`src/rtl/pipe_ctrl_pkg.sv`:
```
// Shared encodings for the RV32 pipeline sequencer: FSM states, opcode and
// register constants, and the per-stage control bundles it can emit.
package pipe_ctrl_pkg;

    typedef enum logic [1:0] {
        RUN      = 2'd0,
        LU_STALL = 2'd1,
        MEM_WAIT = 2'd2
    } state_e;

    localparam logic [6:0] OPC_LOAD = 7'b0000011;
    localparam logic [4:0] REG_ZERO = 5'd0;

    typedef struct packed {
        logic en_if;
        logic en_de;
        logic en_exe;
        logic en_acc;
        logic en_wb;
        logic flush_if;
        logic flush_de;
        logic bubble_exe;
        logic bubble_wb;
    } ctrl_t;

    // Field order: en_if en_de en_exe en_acc en_wb | flush_if flush_de bubble_exe bubble_wb
    localparam ctrl_t CTRL_RESET    = 9'b00000_1111;
    localparam ctrl_t CTRL_RUN      = 9'b11111_0000;
    localparam ctrl_t CTRL_LU       = 9'b00111_0010;
    localparam ctrl_t CTRL_MEM      = 9'b00001_0001;
    localparam ctrl_t CTRL_REDIRECT = 9'b11111_1100;

endpackage

```
`src/rtl/pipe_ctrl_if.sv`:
```
// Pipeline-side hazard inputs and per-stage control outputs of pipe_ctrl.
// The pipeline datapath is the master; the sequencer is the slave.
interface pipe_ctrl_if #(
    parameter int CNT_W = 32
);
    logic [4:0]       de_rs1;
    logic [4:0]       de_rs2;
    logic             de_use_rs1;
    logic             de_use_rs2;
    logic             exe_valid;
    logic [4:0]       exe_rd;
    logic             exe_is_load;
    logic             redirect_exe;
    logic             dmem_req_acc;
    logic             dmem_ready;

    logic             en_if;
    logic             en_de;
    logic             en_exe;
    logic             en_acc;
    logic             en_wb;
    logic             flush_if;
    logic             flush_de;
    logic             bubble_exe;
    logic             bubble_wb;
    logic             mem_err;
    logic [CNT_W-1:0] stall_cnt;
    logic [CNT_W-1:0] flush_cnt;

    modport master (
        output de_rs1, de_rs2, de_use_rs1, de_use_rs2,
        output exe_valid, exe_rd, exe_is_load, redirect_exe,
        output dmem_req_acc, dmem_ready,
        input  en_if, en_de, en_exe, en_acc, en_wb,
        input  flush_if, flush_de, bubble_exe, bubble_wb,
        input  mem_err, stall_cnt, flush_cnt
    );

    modport slave (
        input  de_rs1, de_rs2, de_use_rs1, de_use_rs2,
        input  exe_valid, exe_rd, exe_is_load, redirect_exe,
        input  dmem_req_acc, dmem_ready,
        output en_if, en_de, en_exe, en_acc, en_wb,
        output flush_if, flush_de, bubble_exe, bubble_wb,
        output mem_err, stall_cnt, flush_cnt
    );

endinterface

```
`src/rtl/pipe_ctrl_lu_detect.sv`:
```
// Load-use hazard detector: a real load in EXE writing a register that the
// DE instruction reads. Writes to x0 never create a dependency.
module pipe_ctrl_lu_detect
    import pipe_ctrl_pkg::*;
(
    input  logic [4:0] de_rs1_i,
    input  logic [4:0] de_rs2_i,
    input  logic       de_use_rs1_i,
    input  logic       de_use_rs2_i,
    input  logic       exe_valid_i,
    input  logic [4:0] exe_rd_i,
    input  logic       exe_is_load_i,
    output logic       hazard_o
);

    logic load_writes;
    logic rs1_hit;
    logic rs2_hit;

    assign load_writes = exe_valid_i && exe_is_load_i && (exe_rd_i != REG_ZERO);
    assign rs1_hit     = de_use_rs1_i && (de_rs1_i == exe_rd_i);
    assign rs2_hit     = de_use_rs2_i && (de_rs2_i == exe_rd_i);
    assign hazard_o    = load_writes && (rs1_hit || rs2_hit);

endmodule

```
`src/rtl/pipe_ctrl.sv`:
```
// Five-stage pipeline sequencer: stage enables and bubble/flush controls for
// load-use, EXE redirects and dmem wait states, plus watchdog and counters.
module pipe_ctrl
    import pipe_ctrl_pkg::*;
#(
    parameter int LOAD_USE_CYCLES = 1,
    parameter int MEM_TIMEOUT     = 255,
    parameter int CNT_W           = 32
) (
    input  logic     clk,
    input  logic     rst,
    pipe_ctrl_if.slave bus
);

    localparam logic [15:0] TIMEOUT   = 16'(MEM_TIMEOUT);
    localparam logic [1:0]  LU_RELOAD = 2'(LOAD_USE_CYCLES - 1);

    state_e           state_q, state_d;
    logic [1:0]       lu_cnt_q, lu_cnt_d;
    logic [15:0]      wait_cnt_q, wait_cnt_d;
    logic             mem_err_q, mem_err_d;
    logic [CNT_W-1:0] stall_cnt_q, stall_cnt_d;
    logic [CNT_W-1:0] flush_cnt_q, flush_cnt_d;

    ctrl_t ctrl;
    logic  hazard;
    logic  mem_wait_req;
    logic  mem_stall;
    logic  mem_timeout;
    logic  redirect;
    logic  in_lu;

    function automatic logic [CNT_W-1:0] sat_inc(input logic [CNT_W-1:0] v);
        return (&v) ? v : v + CNT_W'(1);
    endfunction

    pipe_ctrl_lu_detect u_lu_detect (
        .de_rs1_i      (bus.de_rs1),
        .de_rs2_i      (bus.de_rs2),
        .de_use_rs1_i  (bus.de_use_rs1),
        .de_use_rs2_i  (bus.de_use_rs2),
        .exe_valid_i   (bus.exe_valid),
        .exe_rd_i      (bus.exe_rd),
        .exe_is_load_i (bus.exe_is_load),
        .hazard_o      (hazard)
    );

    // wait_cnt never exceeds TIMEOUT: the timeout cycle advances and clears it.
    assign mem_wait_req = bus.dmem_req_acc && !bus.dmem_ready;
    assign mem_stall    = mem_wait_req && (wait_cnt_q < TIMEOUT);
    assign mem_timeout  = mem_wait_req && (wait_cnt_q == TIMEOUT);
    assign redirect     = bus.redirect_exe && bus.exe_valid;
    // A LU_STALL interrupted by a dmem wait resumes from the saved lu_cnt.
    assign in_lu        = (state_q != RUN) && (lu_cnt_q != 2'd0);

    always_comb begin
        ctrl        = CTRL_RUN;
        state_d     = state_q;
        lu_cnt_d    = lu_cnt_q;
        wait_cnt_d  = 16'd0;
        mem_err_d   = mem_err_q || mem_timeout;
        stall_cnt_d = stall_cnt_q;
        flush_cnt_d = flush_cnt_q;

        if (rst) begin
            ctrl = CTRL_RESET;
        end else if (mem_stall) begin
            ctrl       = CTRL_MEM;
            wait_cnt_d = wait_cnt_q + 16'd1;
            state_d    = MEM_WAIT;
        end else if (redirect) begin
            // The DE instruction is wrong-path, so any load-use there is moot.
            ctrl        = CTRL_REDIRECT;
            lu_cnt_d    = 2'd0;
            state_d     = RUN;
            flush_cnt_d = sat_inc(flush_cnt_q);
        end else if (in_lu) begin
            ctrl     = CTRL_LU;
            lu_cnt_d = lu_cnt_q - 2'd1;
            state_d  = (lu_cnt_q == 2'd1) ? RUN : LU_STALL;
        end else if (hazard) begin
            ctrl    = CTRL_LU;
            state_d = RUN;
            if (LOAD_USE_CYCLES > 1) begin
                lu_cnt_d = LU_RELOAD;
                state_d  = LU_STALL;
            end
        end else begin
            state_d = RUN;
        end

        if (!ctrl.en_de) begin
            stall_cnt_d = sat_inc(stall_cnt_q);
        end
    end

    always_ff @(posedge clk or posedge rst) begin
        if (rst) begin
            state_q     <= RUN;
            lu_cnt_q    <= 2'd0;
            wait_cnt_q  <= 16'd0;
            mem_err_q   <= 1'b0;
            stall_cnt_q <= '0;
            flush_cnt_q <= '0;
        end else begin
            state_q     <= state_d;
            lu_cnt_q    <= lu_cnt_d;
            wait_cnt_q  <= wait_cnt_d;
            mem_err_q   <= mem_err_d;
            stall_cnt_q <= stall_cnt_d;
            flush_cnt_q <= flush_cnt_d;
        end
    end

    assign bus.en_if      = ctrl.en_if;
    assign bus.en_de      = ctrl.en_de;
    assign bus.en_exe     = ctrl.en_exe;
    assign bus.en_acc     = ctrl.en_acc;
    assign bus.en_wb      = ctrl.en_wb;
    assign bus.flush_if   = ctrl.flush_if;
    assign bus.flush_de   = ctrl.flush_de;
    assign bus.bubble_exe = ctrl.bubble_exe;
    assign bus.bubble_wb  = ctrl.bubble_wb;
    assign bus.mem_err    = mem_err_q;
    assign bus.stall_cnt  = stall_cnt_q;
    assign bus.flush_cnt  = flush_cnt_q;

endmodule

```
`src/flat_wrapper.sv`:
```
// flat-port wrapper written by rule: the top's interface ports become plain ports
module pipe_ctrl_flat import pipe_ctrl_pkg::*;
#(
    parameter int LOAD_USE_CYCLES = 1,
    parameter int MEM_TIMEOUT     = 255,
    parameter int CNT_W           = 32
)
  (clk, rst, bus_de_rs1, bus_de_rs2, bus_de_use_rs1, bus_de_use_rs2, bus_exe_valid, bus_exe_rd, bus_exe_is_load, bus_redirect_exe, bus_dmem_req_acc, bus_dmem_ready, bus_en_if, bus_en_de, bus_en_exe, bus_en_acc, bus_en_wb, bus_flush_if, bus_flush_de, bus_bubble_exe, bus_bubble_wb, bus_mem_err, bus_stall_cnt, bus_flush_cnt);
  pipe_ctrl_if #(.CNT_W(CNT_W)) bus_i ();
  input  logic clk;
  input  logic rst;
  input wire logic [$bits(bus_i.de_rs1)-1:0] bus_de_rs1;
  input wire logic [$bits(bus_i.de_rs2)-1:0] bus_de_rs2;
  input wire logic [$bits(bus_i.de_use_rs1)-1:0] bus_de_use_rs1;
  input wire logic [$bits(bus_i.de_use_rs2)-1:0] bus_de_use_rs2;
  input wire logic [$bits(bus_i.exe_valid)-1:0] bus_exe_valid;
  input wire logic [$bits(bus_i.exe_rd)-1:0] bus_exe_rd;
  input wire logic [$bits(bus_i.exe_is_load)-1:0] bus_exe_is_load;
  input wire logic [$bits(bus_i.redirect_exe)-1:0] bus_redirect_exe;
  input wire logic [$bits(bus_i.dmem_req_acc)-1:0] bus_dmem_req_acc;
  input wire logic [$bits(bus_i.dmem_ready)-1:0] bus_dmem_ready;
  output wire logic [$bits(bus_i.en_if)-1:0] bus_en_if;
  output wire logic [$bits(bus_i.en_de)-1:0] bus_en_de;
  output wire logic [$bits(bus_i.en_exe)-1:0] bus_en_exe;
  output wire logic [$bits(bus_i.en_acc)-1:0] bus_en_acc;
  output wire logic [$bits(bus_i.en_wb)-1:0] bus_en_wb;
  output wire logic [$bits(bus_i.flush_if)-1:0] bus_flush_if;
  output wire logic [$bits(bus_i.flush_de)-1:0] bus_flush_de;
  output wire logic [$bits(bus_i.bubble_exe)-1:0] bus_bubble_exe;
  output wire logic [$bits(bus_i.bubble_wb)-1:0] bus_bubble_wb;
  output wire logic [$bits(bus_i.mem_err)-1:0] bus_mem_err;
  output wire logic [$bits(bus_i.stall_cnt)-1:0] bus_stall_cnt;
  output wire logic [$bits(bus_i.flush_cnt)-1:0] bus_flush_cnt;
  assign bus_i.de_rs1 = bus_de_rs1;
  assign bus_i.de_rs2 = bus_de_rs2;
  assign bus_i.de_use_rs1 = bus_de_use_rs1;
  assign bus_i.de_use_rs2 = bus_de_use_rs2;
  assign bus_i.exe_valid = bus_exe_valid;
  assign bus_i.exe_rd = bus_exe_rd;
  assign bus_i.exe_is_load = bus_exe_is_load;
  assign bus_i.redirect_exe = bus_redirect_exe;
  assign bus_i.dmem_req_acc = bus_dmem_req_acc;
  assign bus_i.dmem_ready = bus_dmem_ready;
  assign bus_en_if = bus_i.en_if;
  assign bus_en_de = bus_i.en_de;
  assign bus_en_exe = bus_i.en_exe;
  assign bus_en_acc = bus_i.en_acc;
  assign bus_en_wb = bus_i.en_wb;
  assign bus_flush_if = bus_i.flush_if;
  assign bus_flush_de = bus_i.flush_de;
  assign bus_bubble_exe = bus_i.bubble_exe;
  assign bus_bubble_wb = bus_i.bubble_wb;
  assign bus_mem_err = bus_i.mem_err;
  assign bus_stall_cnt = bus_i.stall_cnt;
  assign bus_flush_cnt = bus_i.flush_cnt;
  pipe_ctrl #(.LOAD_USE_CYCLES(LOAD_USE_CYCLES), .MEM_TIMEOUT(MEM_TIMEOUT), .CNT_W(CNT_W)) u_core (.clk(clk), .rst(rst), .bus(bus_i));
endmodule
```
`config.mk`:
```
export PLATFORM = sky130hd
export DESIGN_NAME = pipe_ctrl_flat
export DESIGN_NICKNAME = d
export VERILOG_FILES = /design/src/rtl/pipe_ctrl_pkg.sv /design/src/rtl/pipe_ctrl_if.sv /design/src/rtl/pipe_ctrl_lu_detect.sv /design/src/rtl/pipe_ctrl.sv /design/src/flat_wrapper.sv
export SDC_FILE = /design/constraint.sdc
export NUM_CORES = 1
export LEC_CHECK = 0
export ABC_AREA = 1
export CELL_PAD_IN_SITES_DETAIL_PLACEMENT = 0
export CELL_PAD_IN_SITES_GLOBAL_PLACEMENT = 1
export CORE_AREA = 2 2 127 129
export CTS_CLUSTER_DIAMETER = 80
export DETAILED_ROUTE_END_ITERATION = 8
export DIE_AREA = 0 0 129 131
export DONT_BUFFER_PORTS = 1
export GPL_ROUTABILITY_DRIVEN = 0
export PLACE_DENSITY = 0.63
export SLEW_MARGIN = 5
export SYNTH_ARGS = -nofsm -noshare
export SYNTH_HDL_FRONTEND = slang
export SYNTH_SLANG_ARGS = --single-unit
```
`constraint.sdc`:
```
create_clock -name clk -period 7.8 [get_ports clk]
set_clock_uncertainty 0.05 [all_clocks]
set_input_delay 1.17 -clock clk [delete_from_list [all_inputs] [get_ports clk]]
set_output_delay 1.17 -clock clk [all_outputs]
set_load 0.05 [all_outputs]
```
==> flow_summary.yaml <==
sta:
  timing.final.crit_share: 0.644
  maxSlewHeadroom: 0.274
  setup_tns_ns: 0
  rsz0062_at_grt: "no"
  tightest_slew_ns: 1.09
  period_needed_ns: 5.02
  setup_viol: 0
  drv_slew: 0
  hold_violations: 0
  max_clock_freq_ghz: 0.199
setup_path:
  crit_top_cell: "nand2_2"
  required_ns: 6.58
  crit_chain: "inv_4, nand2_2, inv_2, nand2_2, inv_1"
  critical_path_buf_inv_count: 3
  critPathTopFamily: "buffers and inverters"
  end_kind: "output pin"
  crit_path_top_delay_cell: "inv_1"
  arrival_ns: 3.80
  worstPathMaxFanout: 51
  cp_slowest_stage_delay_ns: 0.81
  cp-start-kind: "input port"
  crit_type: "input port to output pin"
logic_synthesis:
  ys_ff_latch: 85
  avgSynthCellArea_um2: 7.15
  synth_xor_area_frac: 0.0925
  yosysWarningCount: 0
  yosysTopAreaCell: "dfrtp_1"
  mappedNetlistArea_um2: 5300
  synthAdderAreaFrac: 0.0118
  synthDistinctLibCells: 27
  synthDominantCellAreaShare: 0.401
  synth_mux_area_frac: 0
  synth_top_family_by_area: "simple AND/OR/NAND/NOR gates"
  synth_cells: 742
  synth-seq-area-share: 0.401
  synth_area_leaders: "dfrtp_1 40%, nand2_1 21%, xor2_1 6.9%, nor2_1 5.2%, nand3_1 4.9%"
  synth_compound_area_frac: 0.0255
  yosys.area_share.simple: 0.395
clock_network:
  holdBufCountCts: 0
  clkTransAtPathRegs_ns: 0.07
  cts_max_level: 3
  postCtsSetupRepairBufs: 0
  clockBufferDepth: 2
  cts_root_buf: "clkbuf_16"
  cts_sinks: 85
  ctsResizeCount: 0
  clk_latency_ns: 0.36
  cts_tree: "built"
  numCtsBuffers: 9
power:
  power_density_nw_per_um2: 221
  p_sw_mw: 0.510
  p_int_mw: 0.761
  power.total_mw: 1.27
  p_sw_frac: 0.401
  ir_drop_mv: 0.100
  p_clk_frac: 0.340
  seqPwrFrac: 0.510
  p_leak_nw: 2.75
  comb_power_share: 0.149
global_route:
  grt_pass1_vias: 4598
  grt_usage: 0.176
  grt_max_degree: 52
  grt_overflow: 0
  grt_first_pass_wirelength_um: 23200
  antenna_found_initial: 0
die:
  io_pins: 98
  num_rows: 46
  core_um2: 15600
  start_util: 0.340
  die_area_um2: 16900
  die_w_um: 129
  die_h_um: 131
detailed_routing:
  dr.pass1.iters: 4
  route.detailed.drc: 0
  avgRoutedWirePerCell_um: 14.7
  avgViaCountPerCell: 4.76
  vias: 4593
  drtIter0Drc: 206
  ant_nets: 0
  wirelength_um: 14200
run_status:
  status: "complete, no violations"
cells_and_area:
  nFillCells: 1677
  syn_to_final_growth_pct: 8.59
  fin_nets: 772
  diodes: 0
  drive_gt1_frac: 0.0602
job:
  max-cap-violations: 0
placement:
  io_buffer_count: 0
  place_hpwl_um: 10700
hold_path:
  hp-class: "flip-flop to flip-flop"
## synth_stat cells
library cell / number
a21oi_1: 4
buf_2: 6
buf_4: 6
buf_6: 6
conb_1: 1
dfrtp_1: 85
ha_1: 5
inv_1: 61
inv_2: 5
nand2_1: 290
nand2_2: 4
nand3_1: 52
nand3_2: 3
nand3b_1: 8
nand4_1: 13
nor2_1: 73
nor2_2: 3
nor2_4: 1
nor3_1: 31
nor3_2: 4
nor3b_1: 4
nor4_1: 3
o21ai_0: 11
o21ai_2: 6
o21bai_1: 1
xnor2_1: 14
xor2_1: 42
## registers in the layout, summed over array words and instances, names as in the netlist
register and flops:
u_core.wait_cnt_q 16, u_core.bus.mem_err 1, u_core.lu_cnt_q 2, u_core.bus.flush_cnt 32, u_core.bus.stall_cnt 32, u_core.state_q 2
## worst register-to-register path, cell delays in order, from the launching register on
cell and delay, ns:
dfrtp_1 0.38, ha_1 0.17, nand2_1 0.08, nor3_2 0.22, nand3_1 0.16, nand2_1 0.16
nand2_2 0.22, inv_2 0.50, nand2_2 0.53, nand2_2 0.66, nand2_1 0.11, nand2_1 0.08
## power groups by stage
stage,clock [mW],sequential [mW],combinational [mW]
after global routing,0.465,0.658,0.219
after detailed placement,0,0.659,0.191
after global placement,0,0.658,0.188
after CTS,0.443,0.651,0.193
final,0.432,0.649,0.190
after floorplan,0,0.638,0.169
## routing by layer
metal | GRT usage | routed length (µm)
met5 | 0 | 0
met4 | 0.0767 | 337
met3 | 0.0391 | 726
met2 | 0.310 | 7030
met1 | 0.207 | 6090
## path summary, 6_finish.rpt
check                                          start                        to  slack (ns)  depth (start not counted)
max in group asynchronous                        rst  u_core.bus.stall_cnt[19]        5.90                          2
worst min register to register  u_core.wait_cnt_q[0]      u_core.wait_cnt_q[0]        0.42                          1
worst max register to register  u_core.wait_cnt_q[0]   u_core.bus.stall_cnt[1]        4.43                         11
worst max-delay path                             rst                 bus_en_de        2.78                          5
min in group asynchronous                        rst  u_core.bus.flush_cnt[26]        0.72                          1
worst min-delay path            u_core.wait_cnt_q[0]      u_core.wait_cnt_q[0]        0.42                          1
## metrics by stage
step,util,instances,hold WS (ns),area (µm²),setup slack (ns)
2_1_floorplan,-,749,0.383,5330,1.21
3_3_place_gp,0.351,948,0.395,5470,2.72
3_5_place_dp,0.351,948,0.416,5470,2.68
4_1_cts,0.369,964,0.426,5760,2.69
5_1_grt,0.369,964,0.454,5760,2.53
6_report,0.369,964,0.423,5760,2.78
## placed cells by master, fill, tap and decap left out, drive strengths merged
cell and count:
o21ai 17, xor2 42, dfrtp 85, nand4 13, a21oi 4, nor2 77
xnor2 14, conb 8, clkinvlp 1, nor3b 4, nor4 3, o21bai 1
nand2 294, inv 72, nor3 35, nand3 55, nand3b 8, ha 5
buf 1, clkbuf 9
## kinds of logic (layout without fill, tap and decap cells)
| family | after synthesis | after routing |
|---|---|---|
| fa+ha+maj | 5 | 5 |
| other cells | 1 | 8 |
| compound gates | 22 | 22 |
| buf+inv | 84 | 83 |
| simple gates | 489 | 489 |
| xor+xnor | 56 | 56 |
| flops | 85 | 85 |
## final cells by class
class	instances	area [µm²]	area share
clock inverters	7	62.6	0.0109
inverters	66	250	0.0435
clock buffers	9	225	0.0391
flip-flops and latches	85	2130	0.369
repair buffers	1	7.51	0.00130
well taps	216	270	0.0469
multi-input cells	580	2820	0.489
No activity file was read; power rests on OpenSTA's default activity.
